==> src/rtl/arm_shift_pkg.sv <==
// Shared constants and types for the ARM7 operand-2 shifter front end:
// shift encodings, controller states and operand-2 field positions.
`timescale 1ns/1ps
package arm_shift_pkg;

    localparam logic [1:0] SH_LSL = 2'b00;
    localparam logic [1:0] SH_LSR = 2'b01;
    localparam logic [1:0] SH_ASR = 2'b10;
    localparam logic [1:0] SH_ROR = 2'b11;

    typedef enum logic [1:0] {
        IDLE    = 2'd0,
        RS_WAIT = 2'd1,
        OUT     = 2'd2
    } state_e;

    localparam int OP2_I_BIT   = 25;
    localparam int OP2_REG_BIT = 4;
    localparam int AMT_HI      = 11;
    localparam int AMT_LO      = 7;
    localparam int TYPE_HI     = 6;
    localparam int TYPE_LO     = 5;
    localparam int RS_HI       = 11;
    localparam int RS_LO       = 8;
    localparam int ROT_HI      = 11;
    localparam int ROT_LO      = 8;
    localparam int IMM_HI      = 7;
    localparam int IMM_LO      = 0;

endpackage

==> src/rtl/Barrel_Shifter.sv <==
// Combinational ARM barrel shifter with the instruction-encoding meaning of a
// zero amount: LSL#0 passes through, LSR#0/ASR#0 shift by 32, ROR#0 is RRX.
`timescale 1ns/1ps
module Barrel_Shifter
    import arm_shift_pkg::*;
(
    input  logic        enable_i,
    input  logic [1:0]  type_i,
    input  logic [4:0]  amount_i,
    input  logic [31:0] din_i,
    input  logic        cin_i,
    output logic [31:0] dout_o,
    output logic        cout_o
);

    logic [4:0] amt_m1_s;
    logic [4:0] amt_neg_s;

    assign amt_m1_s  = amount_i - 5'd1;
    assign amt_neg_s = 5'd0 - amount_i;

    // Shift/rotate selection; carry is the last bit shifted out.
    always_comb begin
        dout_o = din_i;
        cout_o = cin_i;
        if (enable_i) begin
            case (type_i)
                SH_LSL: begin
                    if (amount_i == 5'd0) begin
                        dout_o = din_i;
                        cout_o = cin_i;
                    end else begin
                        dout_o = din_i << amount_i;
                        cout_o = din_i[amt_neg_s];
                    end
                end
                SH_LSR: begin
                    if (amount_i == 5'd0) begin
                        dout_o = 32'd0;
                        cout_o = din_i[31];
                    end else begin
                        dout_o = din_i >> amount_i;
                        cout_o = din_i[amt_m1_s];
                    end
                end
                SH_ASR: begin
                    if (amount_i == 5'd0) begin
                        dout_o = {32{din_i[31]}};
                        cout_o = din_i[31];
                    end else begin
                        dout_o = $signed(din_i) >>> amount_i;
                        cout_o = din_i[amt_m1_s];
                    end
                end
                SH_ROR: begin
                    if (amount_i == 5'd0) begin
                        dout_o = {cin_i, din_i[31:1]};
                        cout_o = din_i[0];
                    end else begin
                        dout_o = (din_i >> amount_i) | (din_i << amt_neg_s);
                        cout_o = din_i[amt_m1_s];
                    end
                end
                default: begin
                    dout_o = din_i;
                    cout_o = cin_i;
                end
            endcase
        end else begin
            dout_o = din_i;
            cout_o = cin_i;
        end
    end

endmodule

==> src/rtl/shift_operand_ctrl.sv <==
// Operand-2 front end: captures a decoded instruction, optionally fetches Rs,
// drives the barrel shifter, fixes up shift-by-register amounts >= 32 and
// presents a registered operand/carry to the ALU over valid/ready.
`timescale 1ns/1ps
module shift_operand_ctrl
    import arm_shift_pkg::*;
(
    input  logic        clk,
    input  logic        rst,
    input  logic        in_valid,
    output logic        in_ready,
    input  logic [31:0] in_instr,
    input  logic [31:0] in_rm,
    input  logic        in_cflag,
    output logic        rs_req,
    output logic [3:0]  rs_addr,
    input  logic        rs_ack,
    input  logic [31:0] rs_data,
    output logic        out_valid,
    input  logic        out_ready,
    output logic [31:0] out_operand,
    output logic        out_cout
);

    state_e      state_q, state_d;
    logic [11:0] op2_q, op2_d;
    logic        imm_q, imm_d;
    logic [31:0] rm_q, rm_d;
    logic        c_q, c_d;
    logic        rs_req_q, rs_req_d;
    logic [3:0]  rs_addr_q, rs_addr_d;
    logic        out_valid_q, out_valid_d;
    logic [31:0] out_operand_q, out_operand_d;
    logic        out_cout_q, out_cout_d;

    logic        accept_s;
    logic [11:0] src_op2_s;
    logic        src_imm_s;
    logic [31:0] src_rm_s;
    logic        src_c_s;
    logic [7:0]  n_s;
    logic [1:0]  sh_type_s;
    logic        bs_en_s;
    logic [1:0]  bs_type_s;
    logic [4:0]  bs_amount_s;
    logic [31:0] bs_din_s;
    logic [31:0] bs_dout_s;
    logic        bs_cout_s;
    logic [31:0] result_s;
    logic        result_cout_s;
    logic        unused_s;

    assign in_ready  = (state_q == IDLE) || ((state_q == OUT) && out_ready);
    assign accept_s  = in_valid && in_ready;
    assign n_s       = rs_data[7:0];
    assign sh_type_s = src_op2_s[TYPE_HI:TYPE_LO];
    assign unused_s  = ^{in_instr[31:26], in_instr[24:12], rs_data[31:8]};

    // Immediate forms complete on the accept edge, so they read the live
    // inputs; register shifts complete later from the captured copies.
    always_comb begin
        if (state_q == RS_WAIT) begin
            src_op2_s = op2_q;
            src_imm_s = imm_q;
            src_rm_s  = rm_q;
            src_c_s   = c_q;
        end else begin
            src_op2_s = in_instr[11:0];
            src_imm_s = in_instr[OP2_I_BIT];
            src_rm_s  = in_rm;
            src_c_s   = in_cflag;
        end
    end

    // Shifter operand mux for the three operand-2 forms.
    always_comb begin
        bs_en_s     = 1'b1;
        bs_type_s   = sh_type_s;
        bs_amount_s = src_op2_s[AMT_HI:AMT_LO];
        bs_din_s    = src_rm_s;
        if (src_imm_s) begin
            bs_en_s     = |src_op2_s[ROT_HI:ROT_LO];
            bs_type_s   = SH_ROR;
            bs_amount_s = {src_op2_s[ROT_HI:ROT_LO], 1'b0};
            bs_din_s    = {24'd0, src_op2_s[IMM_HI:IMM_LO]};
        end else if (src_op2_s[OP2_REG_BIT]) begin
            bs_en_s     = |n_s[4:0];
            bs_type_s   = sh_type_s;
            bs_amount_s = n_s[4:0];
            bs_din_s    = src_rm_s;
        end else begin
            bs_en_s     = 1'b1;
            bs_type_s   = sh_type_s;
            bs_amount_s = src_op2_s[AMT_HI:AMT_LO];
            bs_din_s    = src_rm_s;
        end
    end

    Barrel_Shifter u_shifter (
        .enable_i (bs_en_s),
        .type_i   (bs_type_s),
        .amount_i (bs_amount_s),
        .din_i    (bs_din_s),
        .cin_i    (src_c_s),
        .dout_o   (bs_dout_s),
        .cout_o   (bs_cout_s)
    );

    // Register-specified amounts beyond the shifter's 5-bit range.
    always_comb begin
        result_s      = bs_dout_s;
        result_cout_s = bs_cout_s;
        if (!src_imm_s && src_op2_s[OP2_REG_BIT] && (n_s != 8'd0)) begin
            case (sh_type_s)
                SH_LSL: begin
                    if (n_s == 8'd32) begin
                        result_s      = 32'd0;
                        result_cout_s = src_rm_s[0];
                    end else if (n_s > 8'd32) begin
                        result_s      = 32'd0;
                        result_cout_s = 1'b0;
                    end else begin
                        result_s      = bs_dout_s;
                        result_cout_s = bs_cout_s;
                    end
                end
                SH_LSR: begin
                    if (n_s == 8'd32) begin
                        result_s      = 32'd0;
                        result_cout_s = src_rm_s[31];
                    end else if (n_s > 8'd32) begin
                        result_s      = 32'd0;
                        result_cout_s = 1'b0;
                    end else begin
                        result_s      = bs_dout_s;
                        result_cout_s = bs_cout_s;
                    end
                end
                SH_ASR: begin
                    if (n_s >= 8'd32) begin
                        result_s      = {32{src_rm_s[31]}};
                        result_cout_s = src_rm_s[31];
                    end else begin
                        result_s      = bs_dout_s;
                        result_cout_s = bs_cout_s;
                    end
                end
                SH_ROR: begin
                    if (n_s[4:0] == 5'd0) begin
                        result_s      = src_rm_s;
                        result_cout_s = src_rm_s[31];
                    end else begin
                        result_s      = bs_dout_s;
                        result_cout_s = bs_cout_s;
                    end
                end
                default: begin
                    result_s      = bs_dout_s;
                    result_cout_s = bs_cout_s;
                end
            endcase
        end else begin
            result_s      = bs_dout_s;
            result_cout_s = bs_cout_s;
        end
    end

    // Next-state and output-register logic.
    always_comb begin
        state_d       = state_q;
        op2_d         = op2_q;
        imm_d         = imm_q;
        rm_d          = rm_q;
        c_d           = c_q;
        rs_req_d      = rs_req_q;
        rs_addr_d     = rs_addr_q;
        out_valid_d   = out_valid_q;
        out_operand_d = out_operand_q;
        out_cout_d    = out_cout_q;
        case (state_q)
            IDLE, OUT: begin
                if (accept_s) begin
                    op2_d = in_instr[11:0];
                    imm_d = in_instr[OP2_I_BIT];
                    rm_d  = in_rm;
                    c_d   = in_cflag;
                    if (in_instr[OP2_I_BIT] || !in_instr[OP2_REG_BIT]) begin
                        state_d       = OUT;
                        out_valid_d   = 1'b1;
                        out_operand_d = result_s;
                        out_cout_d    = result_cout_s;
                    end else begin
                        state_d     = RS_WAIT;
                        rs_req_d    = 1'b1;
                        rs_addr_d   = in_instr[RS_HI:RS_LO];
                        out_valid_d = 1'b0;
                    end
                end else if ((state_q == OUT) && out_ready) begin
                    state_d     = IDLE;
                    out_valid_d = 1'b0;
                end else begin
                    state_d = state_q;
                end
            end
            RS_WAIT: begin
                if (rs_ack) begin
                    state_d       = OUT;
                    rs_req_d      = 1'b0;
                    out_valid_d   = 1'b1;
                    out_operand_d = result_s;
                    out_cout_d    = result_cout_s;
                end else begin
                    state_d = RS_WAIT;
                end
            end
            default: begin
                state_d     = IDLE;
                rs_req_d    = 1'b0;
                out_valid_d = 1'b0;
            end
        endcase
    end

    // State and output registers.
    always_ff @(posedge clk or posedge rst) begin
        if (rst) begin
            state_q       <= IDLE;
            op2_q         <= 12'd0;
            imm_q         <= 1'b0;
            rm_q          <= 32'd0;
            c_q           <= 1'b0;
            rs_req_q      <= 1'b0;
            rs_addr_q     <= 4'd0;
            out_valid_q   <= 1'b0;
            out_operand_q <= 32'd0;
            out_cout_q    <= 1'b0;
        end else begin
            state_q       <= state_d;
            op2_q         <= op2_d;
            imm_q         <= imm_d;
            rm_q          <= rm_d;
            c_q           <= c_d;
            rs_req_q      <= rs_req_d;
            rs_addr_q     <= rs_addr_d;
            out_valid_q   <= out_valid_d;
            out_operand_q <= out_operand_d;
            out_cout_q    <= out_cout_d;
        end
    end

    assign rs_req      = rs_req_q;
    assign rs_addr     = rs_addr_q;
    assign out_valid   = out_valid_q;
    assign out_operand = out_operand_q;
    assign out_cout    = out_cout_q;

endmodule

==> config.mk <==
export PLATFORM = sky130hd
export DESIGN_NAME = shift_operand_ctrl
export DESIGN_NICKNAME = d
export VERILOG_FILES = /design/src/rtl/arm_shift_pkg.sv /design/src/rtl/Barrel_Shifter.sv /design/src/rtl/shift_operand_ctrl.sv
export SDC_FILE = /design/constraint.sdc
export NUM_CORES = 1
export LEC_CHECK = 0
export CORE_MARGIN = 2
export CORE_UTILIZATION = 25
export CTS_CLUSTER_DIAMETER = 200
export DETAILED_ROUTE_END_ITERATION = 7
export RECOVER_POWER = 100
export SLEW_MARGIN = 40
export SYNTH_ARGS = -nofsm -noshare
export SYNTH_HDL_FRONTEND = slang
export SYNTH_SLANG_ARGS = --single-unit
==> constraint.sdc <==
create_clock -name clk -period 8.2 [get_ports clk]
set_clock_uncertainty 0.15 [all_clocks]
set_input_delay 1.64 -clock clk [delete_from_list [all_inputs] [get_ports clk]]
set_output_delay 1.64 -clock clk [all_outputs]
set_load 0.01 [all_outputs]
==> impl_metrics.ini <==
[timing]
tns_ns = 0
setup_viol = 0
layout_setup_ws_ns = 1.04
slew_headroom_pct = -137
period_needed_ns = 7.16
maxSlewViolCount = 188
finalHoldViolations = 0
fin_crit_sh_pct = 87.4
whs_ns = 0.331
tightest_slew_ns = 3.56
max_freq_ghz = 0.140
rsz0062_at_grt = false

[cts]
h-tree-depth = 3
cts_max_path_buffers = 2
postCtsSetupBuffers = 0
cts_buffers = 9
cts_root_buffer = clkbuf_16
clkSlewWorstSetupHoldPaths_ns = 0.07
cts_tree = built
cts-resized-gates = 0
cts_sinks = 87
postCtsHoldBufs = 0
insertion_delay_ns = 0.38

[final_layout]
nNetsFinal = 1934
filler_cell_count = 5383
area_delta_synth_final_pct = 20.6
multi_input_area_um2 = 9600
regArea_um2 = 2180
final_cells = 2498
drive_gt1_share_pct = 13.2

[floorplan]
io_pins = 142
rows = 81
die_w_um = 226
start_util_pct = 25.2
core_um2 = 48700
die-area_um2 = 50900
die_height_um = 226

[grt]
track_usage_pct = 35.8
grt_start_max_net_pins = 66
globalRouteOverflowTotal = 0
busiest_layer = met2
antenna_found_initial = 2
met1_usage_pct = 47.6
grt_pass1_vias = 14900
grt_first_pass_wirelength_mm = 125
grtUsageMet3_pct = 6.31
use_met2_pct = 53.6

[setup_path]
critPathRequiredTime_ns = 8.31
critPathKind = input pin to flip-flop
setup.worst_path.end_class = flip-flop
startpoint_type = input pin
cp_data_arrival_time_ns = 7.27
path_max_fanout = 49

[synth]
synth.area.mux_share_pct = 17.3
synth_xor_area_share_pct = 0.336
synthDistinctLibCells = 90
synth_compound_area_share_pct = 31.7
syn-cell-area_um2 = 12300
yosys.area.top_type = dfrtp_1
ys.flop_type = dfrtp_1
synth_top_area_share_pct = 17.7
post_synth_and_or_nand_nor_area_fraction_pct = 26.3
syn_inst = 1762
yosysWarnings = 0
ys_seq_area_share_pct = 17.7
async_reset_ff_share_pct = 100
synth_top_family_by_area = compound AO/OA/AOI/OAI gates
synthAdderAreaFrac_pct = 0.713
synth_edf_count = 0
ys_ff_latch = 87
synth_nets = 1871
synthTopCellsByArea = dfrtp_1, nand2_1, mux2i_1
synth_area_per_cell_um2 = 6.97

[routing]
drc_errors = 0
drt-total-wl_mm = 92.1
ant_nets = 0
dr_total_vias = 15900
firstDrtPassIters = 6
dr.first_iter.drc_count = 1992
viasPerCell = 6.36
post_drt_wl_per_cell_um = 36.9

[power_and_ir_drop]
vdd_drop_max_mv = 0.134
pwr_density_cell_nw_per_um2 = 236
p_leak_nw = 6.00

[placement]
dp_hpwl_mm = 71.0
dpl_worst_slack_ns = 1.32
post-place-cells = 2477
io_buffers = 98
gp_congestion = 1.04

[outcome]
status = complete, but fails checks
violations = capacitance limit, slew limit

[worst_hold_path]
hp-class = flip-flop to flip-flop

[job]
cap_violations = 4
==> cell type report <==
cell class / instances / share of cell area [%]
Antenna cell: 4 / 0.0676
Clock buffer: 10 / 1.61
Clock inverter: 6 / 0.549
Inverter: 18 / 0.465
Multi-Input combinational cell: 1505 / 64.8
Sequential cell: 87 / 14.7
Tap cell: 664 / 5.61
Timing Repair Buffer: 204 / 12.1
==> logic make-up (layout without fill, tap and decap cells) <==
logic type      count (synthesis)  after routing
simple gates                  734            734
compound gates                574            574
mux                           187            187
buf+inv                       170            238
flops                          87             87
fa+ha+maj                       7              7
xor+xnor                        3              3
other cells                     0              4
==> per-layer routing <==
| metal | up-vias | share of wire [%] |
|---|---|---|
| met4 | 4 | 7.2 |
| met2 | 992 | 42 |
| li1 | 6721 | - |
| met1 | 7972 | 42 |
| met5 | - | 0.016 |
| met3 | 206 | 8.4 |
==> path summary, 6_finish.rpt <==
| kind | from | endpoint | slack (ns) | depth (start not counted) |
|---|---|---|---|---|
| setup reg to reg | state_q[0] | out_operand[17] | 2.09 | 13 |
| min in group asynchronous | rst | out_operand[8] | 1.98 | 2 |
| hold / removal | c_q | c_q | 0.33 | 2 |
| max in group asynchronous | rst | rm_q[29] | 1.88 | 3 |
| setup / recovery | out_ready | out_operand[20] | 1.04 | 10 |
| hold reg to reg | c_q | c_q | 0.33 | 2 |
==> worst max-delay path: stages <==
cell,delay [ns]
dlygate4sd3_1,0.52
nand2b_1,0.13
nor2b_1,0.22
and2_0,2.07
a22oi_2,0.48
clkbuf_2,0.78
a22o_1,0.62
a2111oi_1,0.43
buf_4,0.24
a2bb2oi_1,0.08
==> synth_stat cells (16+ instances only) <==
cell type,instances
a211oi_1,21
a21oi_1,120
a22oi_1,37
a31oi_1,35
buf_2,36
clkbuf_1,90
dfrtp_1,87
mux2_2,45
mux2i_1,122
nand2_1,369
nand2b_1,20
nand3_1,58
nor2_1,148
nor2b_1,16
nor3_1,40
o211ai_1,29
o21ai_0,110
o21ai_1,20
o221ai_1,19
or3_1,17
==> flip-flops by register name (all words and copies together) (netlist names) <==
register,cells
c_q,1
imm_q,1
op2_q,12
out_cout,1
out_operand,32
out_valid,1
rm_q,32
rs_addr,4
rs_req,1
state_q,2
==> layout by cell type (no fill, tap or decap), types with 42 or more instances in the layout <==
cell type        synthesis  routed
nand3_1                 58      58
mux2i_1                122     105
dlygate4sd3_1            0      42
dfrtp_1                 87      87
a21oi_1                120     119
mux2_2                  45      44
clkdlybuf4s50_1          0      56
nand2_1                369     369
buf_4                    9      97
nor2_1                 148     143
o21ai_0                110     113
==> report_power, final <==
| group | switching [mW] | total (mW) | internal [mW] | leakage, nW |
|---|---|---|---|---|
| Combinational | 1.60 | 2.35 | 0.759 | 4.75 |
| Sequential | 0.113 | 0.661 | 0.548 | 1.09 |
| Clock | 0.230 | 0.485 | 0.254 | 0.159 |
==> metrics by stage <==
| step | util, % | power, mW | cell area, um2 |
|---|---|---|---|
| finish | 30.4 | 3.50 | 14800 |
| floorplan | - | 1.80 | 12300 |
| global route | 30.4 | 3.59 | 14800 |
| detailed placement | 29.7 | 2.96 | 14500 |
| global placement | 29.5 | 2.97 | 14400 |
| CTS | 30.3 | 3.45 | 14800 |
Power figures use the tool's default switching activity.
==> patch 1, RTL diff (same settings) <==
`op2_q`, `rm_q`, `rs_addr_q` and `out_operand_q` no longer have a reset.
--- a/src/rtl/shift_operand_ctrl.sv
+++ b/src/rtl/shift_operand_ctrl.sv
@@ -225,27 +225,26 @@
     always_ff @(posedge clk or posedge rst) begin
         if (rst) begin
             state_q       <= IDLE;
-            op2_q         <= 12'd0;
             imm_q         <= 1'b0;
-            rm_q          <= 32'd0;
             c_q           <= 1'b0;
             rs_req_q      <= 1'b0;
-            rs_addr_q     <= 4'd0;
             out_valid_q   <= 1'b0;
-            out_operand_q <= 32'd0;
             out_cout_q    <= 1'b0;
         end else begin
             state_q       <= state_d;
-            op2_q         <= op2_d;
             imm_q         <= imm_d;
-            rm_q          <= rm_d;
             c_q           <= c_d;
             rs_req_q      <= rs_req_d;
-            rs_addr_q     <= rs_addr_d;
             out_valid_q   <= out_valid_d;
-            out_operand_q <= out_operand_d;
             out_cout_q    <= out_cout_d;
         end
+    end
+
+    always_ff @(posedge clk) begin
+        op2_q         <= op2_d;
+        rm_q          <= rm_d;
+        rs_addr_q     <= rs_addr_d;
+        out_operand_q <= out_operand_d;
     end
 
     assign rs_req      = rs_req_q;
Behaviour: not the same (a bounded check fails within 4 cycles, from zero or initial values and one cycle with rst high).
==> patch 1 against the unedited design <==
The flow still finishes with violations (capacitance limit, slew limit); global-route usage is 2.7 points lower; sequential cell count stayed put; sequential power is 10% lower; register-to-register slack worse by 0.49 ns; worst setup slack worse by 0.14 ns; total power is 11% lower; count of clock-buffer cells in the layout is 1 lower; routed wire length is 3.9% lower; maximum frequency is 1.9% lower; synthesized area is 1.9% higher; cell count is 3.6% lower; cell area is 0.17% lower.
==> patch 1: results (changes against the unedited design) <==
status: finished, violations left
pre-CTS setup slack: 1.38 ns (+0.0615 ns)
vias per cell: 6.42 (+0.93%)
Leakage: 5.44 nW (-9.3%)
CP max stage cell: clkbuf_1
Crit Path Max Fanout: 14 (-71%)
clock root buffer: clkbuf_16
vias in the first global route: 14163 (-5.2%)
Critical Path AT: 7.38 ns (+0.11 ns)
largest delay contributor family on the critical path: buffers and inverters
post-DP HPWL: 69600 µm (-1.9%)
Netlist cell types: 97 (+7.8%)
Peak VDD IR: 0.0798 mV (-40%)
GP Congestion: 1.05 (+1.2%)
share of layout cells above drive strength 1: 12.4% (-0.80 points)
sequential cell area: 0.00258 mm² (+18%)
Post-synth EDFFs: 80 (+80)
total of max-cap violations: 1 (-3)
number of fill cells: 5365 (-0.33%)
Slew headroom: -103% (+34 points)
max-slew violations: 49 (-74%)
Post-Syn Nets: 1796 (-4.0%)
synth cell count leaders: nand2_1 (242), a21oi_1 (161), nor2_1 (150)
Initial DRC Count: 2351 (+18%)
cells taking the most area after synthesis: edfxtp_1 (19%), mux2i_1 (9.0%), nand2_1 (7.3%)
largest net degree at the start of global routing: 54 (-18%)
wire per inst: 36.8 µm (-0.26%)
failing checks: capacitance limit, slew limit
==> patch 1: changes by cell type in the layout (fill, tap and decap cells not counted), moves of 20 or more <==
cell             before  now
buf_4                97   72
edfxtp_1              0   80
a21oi_1             119  159
dfrtp_1              87    7
nor2b_1              14   39
nor3_1               40   67
dlygate4sd3_1        42   86
a22oi_1              36   16
clkdlybuf4s50_1      56   12
nand2_1             369  242
==> patch 1: layer usage <==
metal | vias to the layer above | wire length [µm] | track usage (%)
met4 | 10 | 4770 | 16.9
met2 | 1038 | 37800 | 49.2
li1 | 6538 | - | -
met1 | 7706 | 36600 | 44.5
met5 | - | 68 | 0
met3 | 167 | 9240 | 7.90
==> patch 1: cells by family (layout without fill, tap and decap cells) <==
group,Yosys count,after routing,share of synthesized area (%)
fa+ha+maj,7,7,0.700
other cells,0,4,0
compound gates,605,605,31.8
flops,87,87,20.6
simple gates,643,643,23.6
xor+xnor,3,3,0.330
mux,176,176,16.8
buf+inv,166,218,6.08
==> patch 1: final timing paths <==
| check | slack (ns) | cells past startpoint | start | endpoint |
|---|---|---|---|---|
| worst min register to register | 0.34 | 1 | rs_req | rs_req |
| worst max-delay path | 0.90 | 18 | in_instr[4] | out_operand[16] |
| worst max register to register | 1.60 | 18 | state_q[1] | out_operand[16] |
| max in group asynchronous | 6.18 | 2 | rst | out_valid |
| worst min-delay path | 0.34 | 1 | rs_req | rs_req |
| min in group asynchronous | 1.48 | 2 | rst | c_q |
==> patch 1: layout make-up <==
type | instances | area share, %
multi-input cells | 1434 | 63.3
clock inverters | 7 | 0.601
inverters | 20 | 0.525
diodes | 4 | 0.0677
well taps | 664 | 5.62
repair buffers | 182 | 10.9
flip-flops and latches | 87 | 17.4
clock buffers | 9 | 1.52
==> patch 1: metrics by stage <==
| stage | cells | total power (W) | instance area, µm² |
|---|---|---|---|
| after detailed placement | 2385 | 0.00259 | 14400 |
| after global placement | 2381 | 0.00259 | 14300 |
| final | 2407 | 0.00311 | 14800 |
| after floorplan | 1687 | 0.00169 | 12500 |
| after CTS | 2401 | 0.00305 | 14800 |
| after global routing | 2403 | 0.00319 | 14800 |
==> patch 1: worst register-to-register path, delay by kind of cell, from the launching register on <==
family	cells	cell delay, ns
buffers and inverters	5	1.38
AOI/OAI and AO/OA	5	1.60
DFF	1	0.52
muxes	1	0.51
adders and majority gates	2	1.03
and+or+nand+nor	5	1.24
==> patch 1: where the power goes <==
part	switching, W	internal [W]	total, W
Combinational	0.00143	0.000627	0.00206
Clock	0.000211	0.000242	0.000453
Sequential	0.0000247	0.000569	0.000594
Total	0.00167	0.00144	0.00311
==> patch 2, RTL diff (same settings) <==
Made on the original files. Reset style: synchronous (`rst`), changed in one clocked block.
--- a/src/rtl/shift_operand_ctrl.sv
+++ b/src/rtl/shift_operand_ctrl.sv
@@ -222,7 +222,7 @@
     end
 
     // State and output registers.
-    always_ff @(posedge clk or posedge rst) begin
+    always_ff @(posedge clk) begin
         if (rst) begin
             state_q       <= IDLE;
             op2_q         <= 12'd0;
Behaviour: not the same (Yosys sat finds a counterexample within 4 cycles, from zero or initial values and one cycle with rst high; the reset may be asserted at any time).
==> patch 2 against the unedited design <==
The run still ends with capacitance limit, slew limit left; routed wire length decreased by 1.4%; total power decreased by 30%; die area increased by 3.7%; sequential cell count unchanged; sequential share of layout area decreased by 3.2 points; utilization decreased by 0.27 points; register-to-register slack improved by 0.05 ns; first-iteration DRC count increased by 36%; worst setup slack got worse by 0.040 ns; cell area increased by 2.2%; clock power increased by 6.8%; synthesized area increased by 3.8%.
==> patch 2: results (changes against the unedited design) <==
crit path from: in_instr[4]
cells taking the most area after synthesis: dfxtp_1 (14%), nand2_1 (9.0%), mux2i_1 (8.5%)
post-DP HPWL: 71000 µm (+0.10%)
vias per cell: 6.61 (+3.9%)
R2R Path End: out_operand[27]
Peak VDD IR: 0.114 mV (-15%)
Routed met2 length: 36400 µm (-6.7%)
Netlist cell types: 86 (-4.4%)
GRT met2 Usage: 47.1% (-6.5 points)
largest net degree at the start of global routing: 72 (+9.1%)
Post-Syn Instances: 1844 (+4.7%)
failing checks: capacitance limit, slew limit
reg2reg setup slack: 2.14 ns (+0.05 ns)
dpl cell area: 0.0148 mm² (+2.3%)
All-Layer GR Usage: 33.4% (-2.4 points)
Leakage: 5.59 nW (-6.9%)
Skew-Pair Late Insertion Delay: 0.41 ns (+0.03 ns)
first-pass GRT wire length: 125000 µm (-0.20%)
via count: 17012 (+7.0%)
status: finished, violations left
total of max-cap violations: 2 (-2)
Crit Path Max Fanout: 17 (-65%)
Post-synth ARST share: 0% (-100 points)
Initial DRC Count: 2702 (+36%)
Main synth FF type: dfxtp_1
hold path endpoint: op2_q[11]
initial antenna violation count: 6 (+4)
hold slack: 0.308 ns (-0.0222 ns)
max-slew violations: 85 (-55%)
Clock group: 0.000518 W (+6.8%)
launch point of the worst reg-to-reg path: state_q[1]
area grow syn2layout: 18.8%
GP Congestion: 1.11 (+6.8%)
-- patch 2: cell count changes after synthesis, sizes merged, moves of 14 or more --
cell and delta:
o21ai -26, nand3 +21, a211oi +18, nor2 -24
dfxtp +87, dfrtp -87, nand2 -64, nor3 +23
a21oi +58, mux4 +18, nor2b +14
-- patch 2: worst max-delay path by stage --
stage / to / cells past startpoint
floorplan: out_operand[6] / 21
global placement: out_operand[13] / 13
detailed placement: out_operand[21] / 18
CTS: out_operand[12] / 19
global route: out_operand[21] / 18
finish: out_operand[21] / 18
-- patch 2: through the flow --
stage	setup WS (ns)	power, W
global route	0.753	0.00251
CTS	1.88	0.00241
finish	0.996	0.00247
floorplan	1.78	0.00125
global placement	1.46	0.00188
detailed placement	1.47	0.00189
-- patch 2: logic make-up (layout without fill, tap and decap cells) --
logic type / Yosys count / count (layout) / synth area share, %
xor+xnor: 3 / 3 / 0.265
other cells: 0 / 1 / 0
compound gates: 655 / 655 / 34.4
mux: 189 / 189 / 18.7
fa+ha+maj: 7 / 7 / 0.687
simple gates: 720 / 720 / 26.0
flops: 87 / 87 / 13.7
buf+inv: 183 / 239 / 6.24
-- patch 2: worst reg2reg max path, cell delays in order, from the launching register on --
cell and delay (ns):
dfxtp_1 0.77, nand2b_4 0.57, buf_12 0.27, mux2i_1 0.48
mux2_2 0.38, nor2b_1 0.07, clkbuf_1 0.14, ha_1 0.50
inv_1 0.22, clkbuf_1 0.53, nand2_1 0.40, clkbuf_1 0.29
o31a_1 0.33, a311oi_1 0.59, a221o_1 0.21, a31oi_1 0.07
-- patch 2: layout make-up --
cell class	count	area share, %
multi-input cells	1574	68.4
repair buffers	201	11.8
clock buffers	10	1.51
flip-flops and latches	87	11.5
clock inverters	5	0.703
inverters	23	0.570
well taps	672	5.56
diodes	1	0.0165
